==> src/rtl/traffic_pkg.sv <==
// rtl/traffic_pkg.sv - lamp codes, direction/state/fault enums for the traffic signal monitor
package traffic_pkg;

    localparam logic [2:0] GREEN  = 3'b001;
    localparam logic [2:0] YELLOW = 3'b010;
    localparam logic [2:0] RED    = 3'b100;

    typedef enum logic [1:0] {N = 2'd0, S = 2'd1, E = 2'd2, W = 2'd3} dir_t;

    typedef enum logic [2:0] {
        ST_ARM    = 3'd0,
        ST_GREEN  = 3'd1,
        ST_YELLOW = 3'd2,
        ST_GAP    = 3'd3,
        ST_FAULT  = 3'd4
    } mon_state_t;

    typedef enum logic [2:0] {
        FC_NONE        = 3'd0,
        FC_CONFLICT    = 3'd1,
        FC_ENCODING    = 3'd2,
        FC_ORDER       = 3'd3,
        FC_DWELL_SHORT = 3'd4,
        FC_DWELL_LONG  = 3'd5,
        FC_ALLRED_LONG = 3'd6,
        FC_NO_START    = 3'd7
    } fault_code_t;

    function automatic logic more_than_one(logic [3:0] v);
        return (v & (v - 4'd1)) != 4'd0;
    endfunction

endpackage

==> src/rtl/traffic_signal_monitor_if.sv <==
// rtl/traffic_signal_monitor_if.sv - lamp buses into the monitor and gated lamp/status outputs
interface traffic_signal_monitor_if;
    logic [2:0] north_dir;
    logic [2:0] south_dir;
    logic [2:0] east_dir;
    logic [2:0] west_dir;
    logic [2:0] safe_north;
    logic [2:0] safe_south;
    logic [2:0] safe_east;
    logic [2:0] safe_west;
    logic       fault;
    logic [2:0] fault_code;
    logic [1:0] active_dir;
    logic [3:0] remaining;

    modport master (
        output north_dir, south_dir, east_dir, west_dir,
        input  safe_north, safe_south, safe_east, safe_west,
        input  fault, fault_code, active_dir, remaining
    );

    modport slave (
        input  north_dir, south_dir, east_dir, west_dir,
        output safe_north, safe_south, safe_east, safe_west,
        output fault, fault_code, active_dir, remaining
    );
endinterface

==> src/rtl/lamp_decode.sv <==
// rtl/lamp_decode.sv - one-hot lamp code classifier
module lamp_decode
    import traffic_pkg::*;
(
    input  logic [2:0] code,
    output logic       valid,
    output logic       is_green,
    output logic       is_yellow,
    output logic       is_red
);
    assign is_green  = (code == GREEN);
    assign is_yellow = (code == YELLOW);
    assign is_red    = (code == RED);
    assign valid     = is_green | is_yellow | is_red;
endmodule

==> src/rtl/traffic_signal_monitor.sv <==
// rtl/traffic_signal_monitor.sv - phase/dwell safety checker with flashing-red failsafe lamp gate
module traffic_signal_monitor
    import traffic_pkg::*;
#(
    parameter int GREEN_CYC   = 10,
    parameter int YELLOW_CYC  = 5,
    parameter int ALLRED_MAX  = 2,
    parameter int ARM_TIMEOUT = 20
) (
    input logic                     clk_out,
    input logic                     reset,
    traffic_signal_monitor_if.slave mon
);
    logic [2:0] bus [4];
    logic [3:0] valid, is_green, is_yellow, is_red;

    assign bus[0] = mon.north_dir;
    assign bus[1] = mon.south_dir;
    assign bus[2] = mon.east_dir;
    assign bus[3] = mon.west_dir;

    for (genvar i = 0; i < 4; i++) begin : g_dec
        lamp_decode u_dec (
            .code      (bus[i]),
            .valid     (valid[i]),
            .is_green  (is_green[i]),
            .is_yellow (is_yellow[i]),
            .is_red    (is_red[i])
        );
    end

    mon_state_t  state_q, state_n;
    dir_t        dir_q, dir_n, nxt_dir;
    logic [3:0]  dwell_q, dwell_n, gap_q, gap_n;
    logic [7:0]  arm_q, arm_n;
    logic [2:0]  safe_q [4];
    logic [2:0]  safe_n [4];
    logic        fault_q, fault_n, raise;
    fault_code_t fcode_q, fcode_n, code_n;
    logic [1:0]  active_q, active_n;
    logic [3:0]  remain_q, remain_n;
    logic        all_valid, all_red, conflict, start;

    assign nxt_dir   = dir_t'(dir_q + 2'd1);
    assign all_valid = &valid;
    assign all_red   = &is_red;
    assign conflict  = more_than_one(~is_red);
    assign start     = is_green[0] & is_red[1] & is_red[2] & is_red[3];

    always_ff @(posedge clk_out) begin
        if (reset) begin
            state_q  <= ST_ARM;
            dir_q    <= N;
            dwell_q  <= 4'd0;
            gap_q    <= 4'd0;
            arm_q    <= 8'd0;
            fault_q  <= 1'b0;
            fcode_q  <= FC_NONE;
            active_q <= 2'd0;
            remain_q <= 4'd0;
            for (int i = 0; i < 4; i++) safe_q[i] <= RED;
        end else begin
            state_q  <= state_n;
            dir_q    <= dir_n;
            dwell_q  <= dwell_n;
            gap_q    <= gap_n;
            arm_q    <= arm_n;
            fault_q  <= fault_n;
            fcode_q  <= fcode_n;
            active_q <= active_n;
            remain_q <= remain_n;
            for (int i = 0; i < 4; i++) safe_q[i] <= safe_n[i];
        end
    end

    always_comb begin
        state_n = state_q;
        dir_n   = dir_q;
        dwell_n = dwell_q;
        gap_n   = gap_q;
        arm_n   = arm_q;
        raise   = 1'b0;
        code_n  = FC_NONE;

        case (state_q)
            ST_ARM: begin
                if (start) begin
                    state_n = ST_GREEN;
                    dir_n   = N;
                    dwell_n = 4'd1;
                    arm_n   = 8'd0;
                end else if (arm_q == 8'(ARM_TIMEOUT - 1)) begin
                    raise  = 1'b1;
                    code_n = FC_NO_START;
                end else begin
                    arm_n = arm_q + 8'd1;
                end
            end
            ST_FAULT: ;
            default: begin
                // Encoding beats conflict beats sequencing; only one code is ever latched.
                if (!all_valid) begin
                    raise  = 1'b1;
                    code_n = FC_ENCODING;
                end else if (conflict) begin
                    raise  = 1'b1;
                    code_n = FC_CONFLICT;
                end else begin
                    case (state_q)
                        ST_GREEN: begin
                            if (is_green[dir_q]) begin
                                if (dwell_q < 4'(GREEN_CYC)) dwell_n = dwell_q + 4'd1;
                                else begin raise = 1'b1; code_n = FC_DWELL_LONG; end
                            end else if (is_yellow[dir_q]) begin
                                if (dwell_q == 4'(GREEN_CYC)) begin
                                    state_n = ST_YELLOW;
                                    dwell_n = 4'd1;
                                end else begin raise = 1'b1; code_n = FC_DWELL_SHORT; end
                            end else begin
                                raise  = 1'b1;
                                code_n = FC_ORDER;
                            end
                        end
                        ST_YELLOW: begin
                            if (is_yellow[dir_q]) begin
                                if (dwell_q < 4'(YELLOW_CYC)) dwell_n = dwell_q + 4'd1;
                                else begin raise = 1'b1; code_n = FC_DWELL_LONG; end
                            end else if (is_green[nxt_dir] || all_red) begin
                                if (dwell_q != 4'(YELLOW_CYC)) begin
                                    raise  = 1'b1;
                                    code_n = FC_DWELL_SHORT;
                                end else if (all_red) begin
                                    state_n = ST_GAP;
                                    gap_n   = 4'd1;
                                end else begin
                                    state_n = ST_GREEN;
                                    dir_n   = nxt_dir;
                                    dwell_n = 4'd1;
                                end
                            end else begin
                                raise  = 1'b1;
                                code_n = FC_ORDER;
                            end
                        end
                        ST_GAP: begin
                            if (all_red) begin
                                if (gap_q < 4'(ALLRED_MAX)) gap_n = gap_q + 4'd1;
                                else begin raise = 1'b1; code_n = FC_ALLRED_LONG; end
                            end else if (is_green[nxt_dir]) begin
                                state_n = ST_GREEN;
                                dir_n   = nxt_dir;
                                dwell_n = 4'd1;
                            end else begin
                                raise  = 1'b1;
                                code_n = FC_ORDER;
                            end
                        end
                        default: ;
                    endcase
                end
            end
        endcase

        fault_n = fault_q;
        fcode_n = fcode_q;
        if (raise) begin
            state_n = ST_FAULT;
            fault_n = 1'b1;
            fcode_n = code_n;
        end

        // Lamps: red in ARM, flashing red in FAULT (red on entry), otherwise the checked sample.
        for (int i = 0; i < 4; i++) begin
            if (state_n == ST_FAULT)
                safe_n[i] = (state_q == ST_FAULT && safe_q[0] == RED) ? 3'b000 : RED;
            else if (state_n == ST_ARM)
                safe_n[i] = RED;
            else
                safe_n[i] = bus[i];
        end

        case (state_n)
            ST_GREEN:  remain_n = 4'(GREEN_CYC) - dwell_n;
            ST_YELLOW: remain_n = 4'(YELLOW_CYC) - dwell_n;
            default:   remain_n = 4'd0;
        endcase

        case (state_n)
            ST_ARM:    active_n = 2'd0;
            ST_GAP:    active_n = dir_n + 2'd1;
            ST_FAULT:  active_n = active_q;
            default:   active_n = dir_n;
        endcase
    end

    assign mon.safe_north = safe_q[0];
    assign mon.safe_south = safe_q[1];
    assign mon.safe_east  = safe_q[2];
    assign mon.safe_west  = safe_q[3];
    assign mon.fault      = fault_q;
    assign mon.fault_code = fcode_q;
    assign mon.active_dir = active_q;
    assign mon.remaining  = remain_q;

endmodule
==> src/flat_wrapper.sv <==
// flat-port wrapper written by rule: the top's interface ports become plain ports
module traffic_signal_monitor_flat import traffic_pkg::*;
#(
    parameter int GREEN_CYC   = 10,
    parameter int YELLOW_CYC  = 5,
    parameter int ALLRED_MAX  = 2,
    parameter int ARM_TIMEOUT = 20
)
  (clk_out, reset, mon_north_dir, mon_south_dir, mon_east_dir, mon_west_dir, mon_safe_north, mon_safe_south, mon_safe_east, mon_safe_west, mon_fault, mon_fault_code, mon_active_dir, mon_remaining);
  traffic_signal_monitor_if mon_i ();
  input logic clk_out;
  input logic reset;
  input wire logic [$bits(mon_i.north_dir)-1:0] mon_north_dir;
  input wire logic [$bits(mon_i.south_dir)-1:0] mon_south_dir;
  input wire logic [$bits(mon_i.east_dir)-1:0] mon_east_dir;
  input wire logic [$bits(mon_i.west_dir)-1:0] mon_west_dir;
  output wire logic [$bits(mon_i.safe_north)-1:0] mon_safe_north;
  output wire logic [$bits(mon_i.safe_south)-1:0] mon_safe_south;
  output wire logic [$bits(mon_i.safe_east)-1:0] mon_safe_east;
  output wire logic [$bits(mon_i.safe_west)-1:0] mon_safe_west;
  output wire logic [$bits(mon_i.fault)-1:0] mon_fault;
  output wire logic [$bits(mon_i.fault_code)-1:0] mon_fault_code;
  output wire logic [$bits(mon_i.active_dir)-1:0] mon_active_dir;
  output wire logic [$bits(mon_i.remaining)-1:0] mon_remaining;
  assign mon_i.north_dir = mon_north_dir;
  assign mon_i.south_dir = mon_south_dir;
  assign mon_i.east_dir = mon_east_dir;
  assign mon_i.west_dir = mon_west_dir;
  assign mon_safe_north = mon_i.safe_north;
  assign mon_safe_south = mon_i.safe_south;
  assign mon_safe_east = mon_i.safe_east;
  assign mon_safe_west = mon_i.safe_west;
  assign mon_fault = mon_i.fault;
  assign mon_fault_code = mon_i.fault_code;
  assign mon_active_dir = mon_i.active_dir;
  assign mon_remaining = mon_i.remaining;
  traffic_signal_monitor #(.GREEN_CYC(GREEN_CYC), .YELLOW_CYC(YELLOW_CYC), .ALLRED_MAX(ALLRED_MAX), .ARM_TIMEOUT(ARM_TIMEOUT)) u_core (.clk_out(clk_out), .reset(reset), .mon(mon_i));
endmodule
==> config.mk <==
export PLATFORM = sky130hd
export DESIGN_NAME = traffic_signal_monitor_flat
export DESIGN_NICKNAME = d
export VERILOG_FILES = /design/src/rtl/traffic_pkg.sv /design/src/rtl/traffic_signal_monitor_if.sv /design/src/rtl/lamp_decode.sv /design/src/rtl/traffic_signal_monitor.sv /design/src/flat_wrapper.sv
export SDC_FILE = /design/constraint.sdc
export NUM_CORES = 1
export LEC_CHECK = 0
export ABC_CLOCK_PERIOD_IN_PS = 5650
export CORE_ASPECT_RATIO = 0.8
export CORE_MARGIN = 2
export CORE_UTILIZATION = 40
export DETAILED_ROUTE_END_ITERATION = 12
export GPL_ROUTABILITY_DRIVEN = 0
export PLACE_DENSITY = 0.69
export SLEW_MARGIN = 20
export SYNTH_ARGS = -nofsm -noshare
export SYNTH_HDL_FRONTEND = slang
export SYNTH_SLANG_ARGS = --single-unit
==> constraint.sdc <==
create_clock -name clk_out -period 5.65 [get_ports clk_out]
set_input_delay 1.4125 -clock clk_out [delete_from_list [all_inputs] [get_ports clk_out]]
set_output_delay 1.4125 -clock clk_out [all_outputs]
set_load 0.05 [all_outputs]
==> run metrics <==
outcome finished, final reports clean; Ant. Diodes 0; skew final between 0.015 and 0.02 ns; drt pass-1 iters 5; drt initial violations roughly 280; Hold-fix buffers, CTS 0; Switching Fraction between 20% and 30%; Mapped Area ~3000 µm²; Core Util, Final approximately 48%; slowest stage delay, CP about 0.55 ns; WP data required between 5 and 6 ns; Clk pwr share between 40% and 50%; final hold viol count 0; worst-case clock buffer depth 2; H-tree Lvls 2; nature of the critical path startpoint input pin; core area around 7300 µm²; peak fanout along the critical path 6; Die Y-Extent roughly 81 µm; Critical-path top delay cell clkdlybuf4s50_1; Avg WL per Cell approximately 16 µm; Die ar. 8190 µm²; largest net degree at the start of global routing 27; Clk Latency, worst-skew pair slightly above 0.3 ns; Sum Neg Setup Slack 0 ns; Unique masters post-synth between 70 and 80; NetSw roughly 0.15 mW; Final setup viols 0; Crit. End Element flip-flop; die width ~100 µm; EDFF count, synth 0; Clock Pin Slew Worst Setup and Hold Paths approximately 0.090 ns; critical path type input pin to flip-flop; P&R area growth vs syn 17.1%; vias in the first global route about 2.5k; antenna violations before repair 0; initial core utilization between 40 and 50%; Max-Cap Viols 0; Buf/Inv on CP 2; CTS root buffer clkbuf_8; Final Critical Period about 4.5 ns; post-cts repair resize count 0; cell internal pwr between 0.4 and 0.5 mW; TritonCTS clock tree done; worst hold path type flip-flop to flip-flop; first-pass GRT wire length 12.6 mm; Worst EP arrival around 4.7 ns; Post-Syn Instances 365; top cell family by delay on the critical path compound AO/OA/AOI/OAI gates; I/O pins 36; Seq/Total Area, Yosys between 20 and 30%; slew at the pin with the worst max-slew slack between 1 and 1.5 ns; Post-DP HPWL 5.81 mm; Peak VDD IR approximately 0.11 mV; Final Max Slew Viols 0; most frequent cells in the layout nor2_1 (53), dfxtp_1 (43), clkdlybuf4s50_1 (35); DRC violations left 0; Clock Sinks 43; Comb pwr share roughly 8.0%; All-Layer GR Usage 19.4%; layout cells sized above 1 a little over a tenth; Slew headroom 32.3%; via count roughly 2.9k; P per Cell Area ~170 nW/µm²; Finished Layout Cells just under 500; syn nets about 390; DRT antenna net count 0; setup bufs post-CTS 0; # fillers about 720; commonest non-fill, non-tap cell in the layout nor2_1; Fmax around 0.22 GHz; # rows 28; P_leak around 1.2 nW; final wirelength 7.73 mm; period utilization about four fifths; Nets between 400 and 500; Main synth FF type dfxtp_1; Synth Register Bits 43; Seq pwr share between 50% and 60%; crit path cell chain clkdlybuf4s50_1 > nor3b_2 > a211oi_1 > a21o_1 > nand2_1 > a21boi_0 > o221ai_1 > o211ai_1 > o21a_1 > inv_1 > ha_1 > a31oi_1 > xnor2_1 > o22ai_1 > and2_1; IO buf count 35; warnings from Yosys 0; RSZ-0062 raised after global routing no; dpl cells ~480; total congestion overflow 0; Async SR Flop Fraction 0%; CTS Buf Count 5; Mean Syn Cell Area between 8 and 9 µm²; Via density ~6.0
-- final timing paths --
check                           start                        to  slack (ns)  cells after the start
min reg2reg  u_core.mon.fault_code[1]  u_core.mon.fault_code[1]        0.48                      2
max reg2reg           u_core.dir_q[0]   u_core.mon.remaining[3]        2.38                     14
min          u_core.mon.fault_code[1]  u_core.mon.fault_code[1]        0.48                      2
max                  mon_north_dir[2]   u_core.mon.remaining[3]        1.20                     15
-- synth_stat cells (all sizes together) (3+ instances only) --
library cell / number / area (µm²)
clkbuf: 9 / 33.8
a211oi: 6 / 60.1
inv: 12 / 45.1
and2: 15 / 96.3
dfxtp: 43 / 861
o221ai: 3 / 26.3
nand3: 13 / 65.1
a22oi: 4 / 30.0
a31oi: 7 / 43.8
nor4b: 3 / 32.5
or2: 6 / 37.5
xor2: 5 / 43.8
a21oi: 16 / 87.6
nor2: 54 / 210
and4: 4 / 35.0
a21o: 8 / 60.1
ha: 10 / 125
o22ai: 6 / 57.6
nor3b: 6 / 76.3
o211ai: 6 / 45.0
nor3: 16 / 113
or3: 3 / 18.8
nand4: 6 / 37.5
o31ai: 4 / 30.0
nand2b: 9 / 63.8
xnor2: 8 / 70.1
a311oi: 4 / 41.3
o21ai: 22 / 114
buf: 6 / 38.8
o21a: 5 / 37.5
nand2: 16 / 62.6
-- metrics by stage --
step	instance area (µm²)	total power, mW	setup slack [ns]	hold slack (ns)
final	3500	0.610	1.20	0.485
after global routing	3500	0.630	0.925	0.521
after CTS	3500	0.609	1.18	0.491
after detailed placement	3390	0.362	0.890	0.478
after global placement	3390	0.361	0.953	0.468
after floorplan	2990	0.341	1.85	0.476
-- logic make-up (layout without fill, tap and decap cells) --
kind of cell | Yosys count | count (layout) | share of synthesized area [%]
buf+inv | 27 | 56 | 3.93
mux | 2 | 2 | 0.711
flops | 43 | 43 | 28.8
xor+xnor | 13 | 13 | 3.81
fa+ha+maj | 10 | 10 | 4.18
simple gates | 167 | 167 | 33.4
compound gates | 103 | 103 | 25.2
-- worst reg2reg max path, stage by stage (launching register included) --
cell,delay [ns]
dfxtp_1,0.65
nand4bb_1,0.22
o22ai_2,0.14
nor3_4,0.35
nand2_1,0.20
a21boi_0,0.22
o221ai_1,0.17
o211ai_1,0.19
o21a_1,0.22
inv_1,0.10
ha_1,0.18
a31oi_1,0.16
xnor2_1,0.14
o22ai_1,0.09
and2_1,0.15
-- metal layers --
layer | vias to the layer above | wire length [µm] | global-route usage [%]
li1 | 1399 | - | -
met2 | 101 | 3420 | 29.5
met1 | 1390 | 3670 | 28.1
met5 | - | 0 | 0
met3 | 19 | 499 | 3.18
met4 | 0 | 134 | 5.89
-- power by group through the flow --
stage	clock (mW)	combinational, mW	sequential (mW)
final	0.254	0.0488	0.307
after floorplan	0	0.0271	0.314
after CTS	0.254	0.0482	0.307
after global routing	0.269	0.0529	0.307
after detailed placement	0	0.0480	0.314
after global placement	0	0.0473	0.314
-- flip-flops by register name, indices dropped and copies added (netlist names) --
| name | cells |
|---|---|
| u_core.state_q | 3 |
| u_core.dwell_q | 4 |
| u_core.mon.active_dir | 2 |
| u_core.safe_q | 12 |
| u_core.mon.fault | 1 |
| u_core.arm_q | 8 |
| u_core.mon.remaining | 4 |
| u_core.gap_q | 4 |
| u_core.dir_q | 2 |
| u_core.mon.fault_code | 3 |
-- layout make-up --
class	count	area (µm²)	area share [%]
tap	90	113	3.22
clock inverter	3	43.8	1.25
timing repair buffer	36	358	10.2
multi-input combinational	295	2010	57.5
clock buffer	5	68.8	1.96
sequential	43	861	24.6
inverter	12	45.0	1.29
Power figures use the tool's default switching activity.
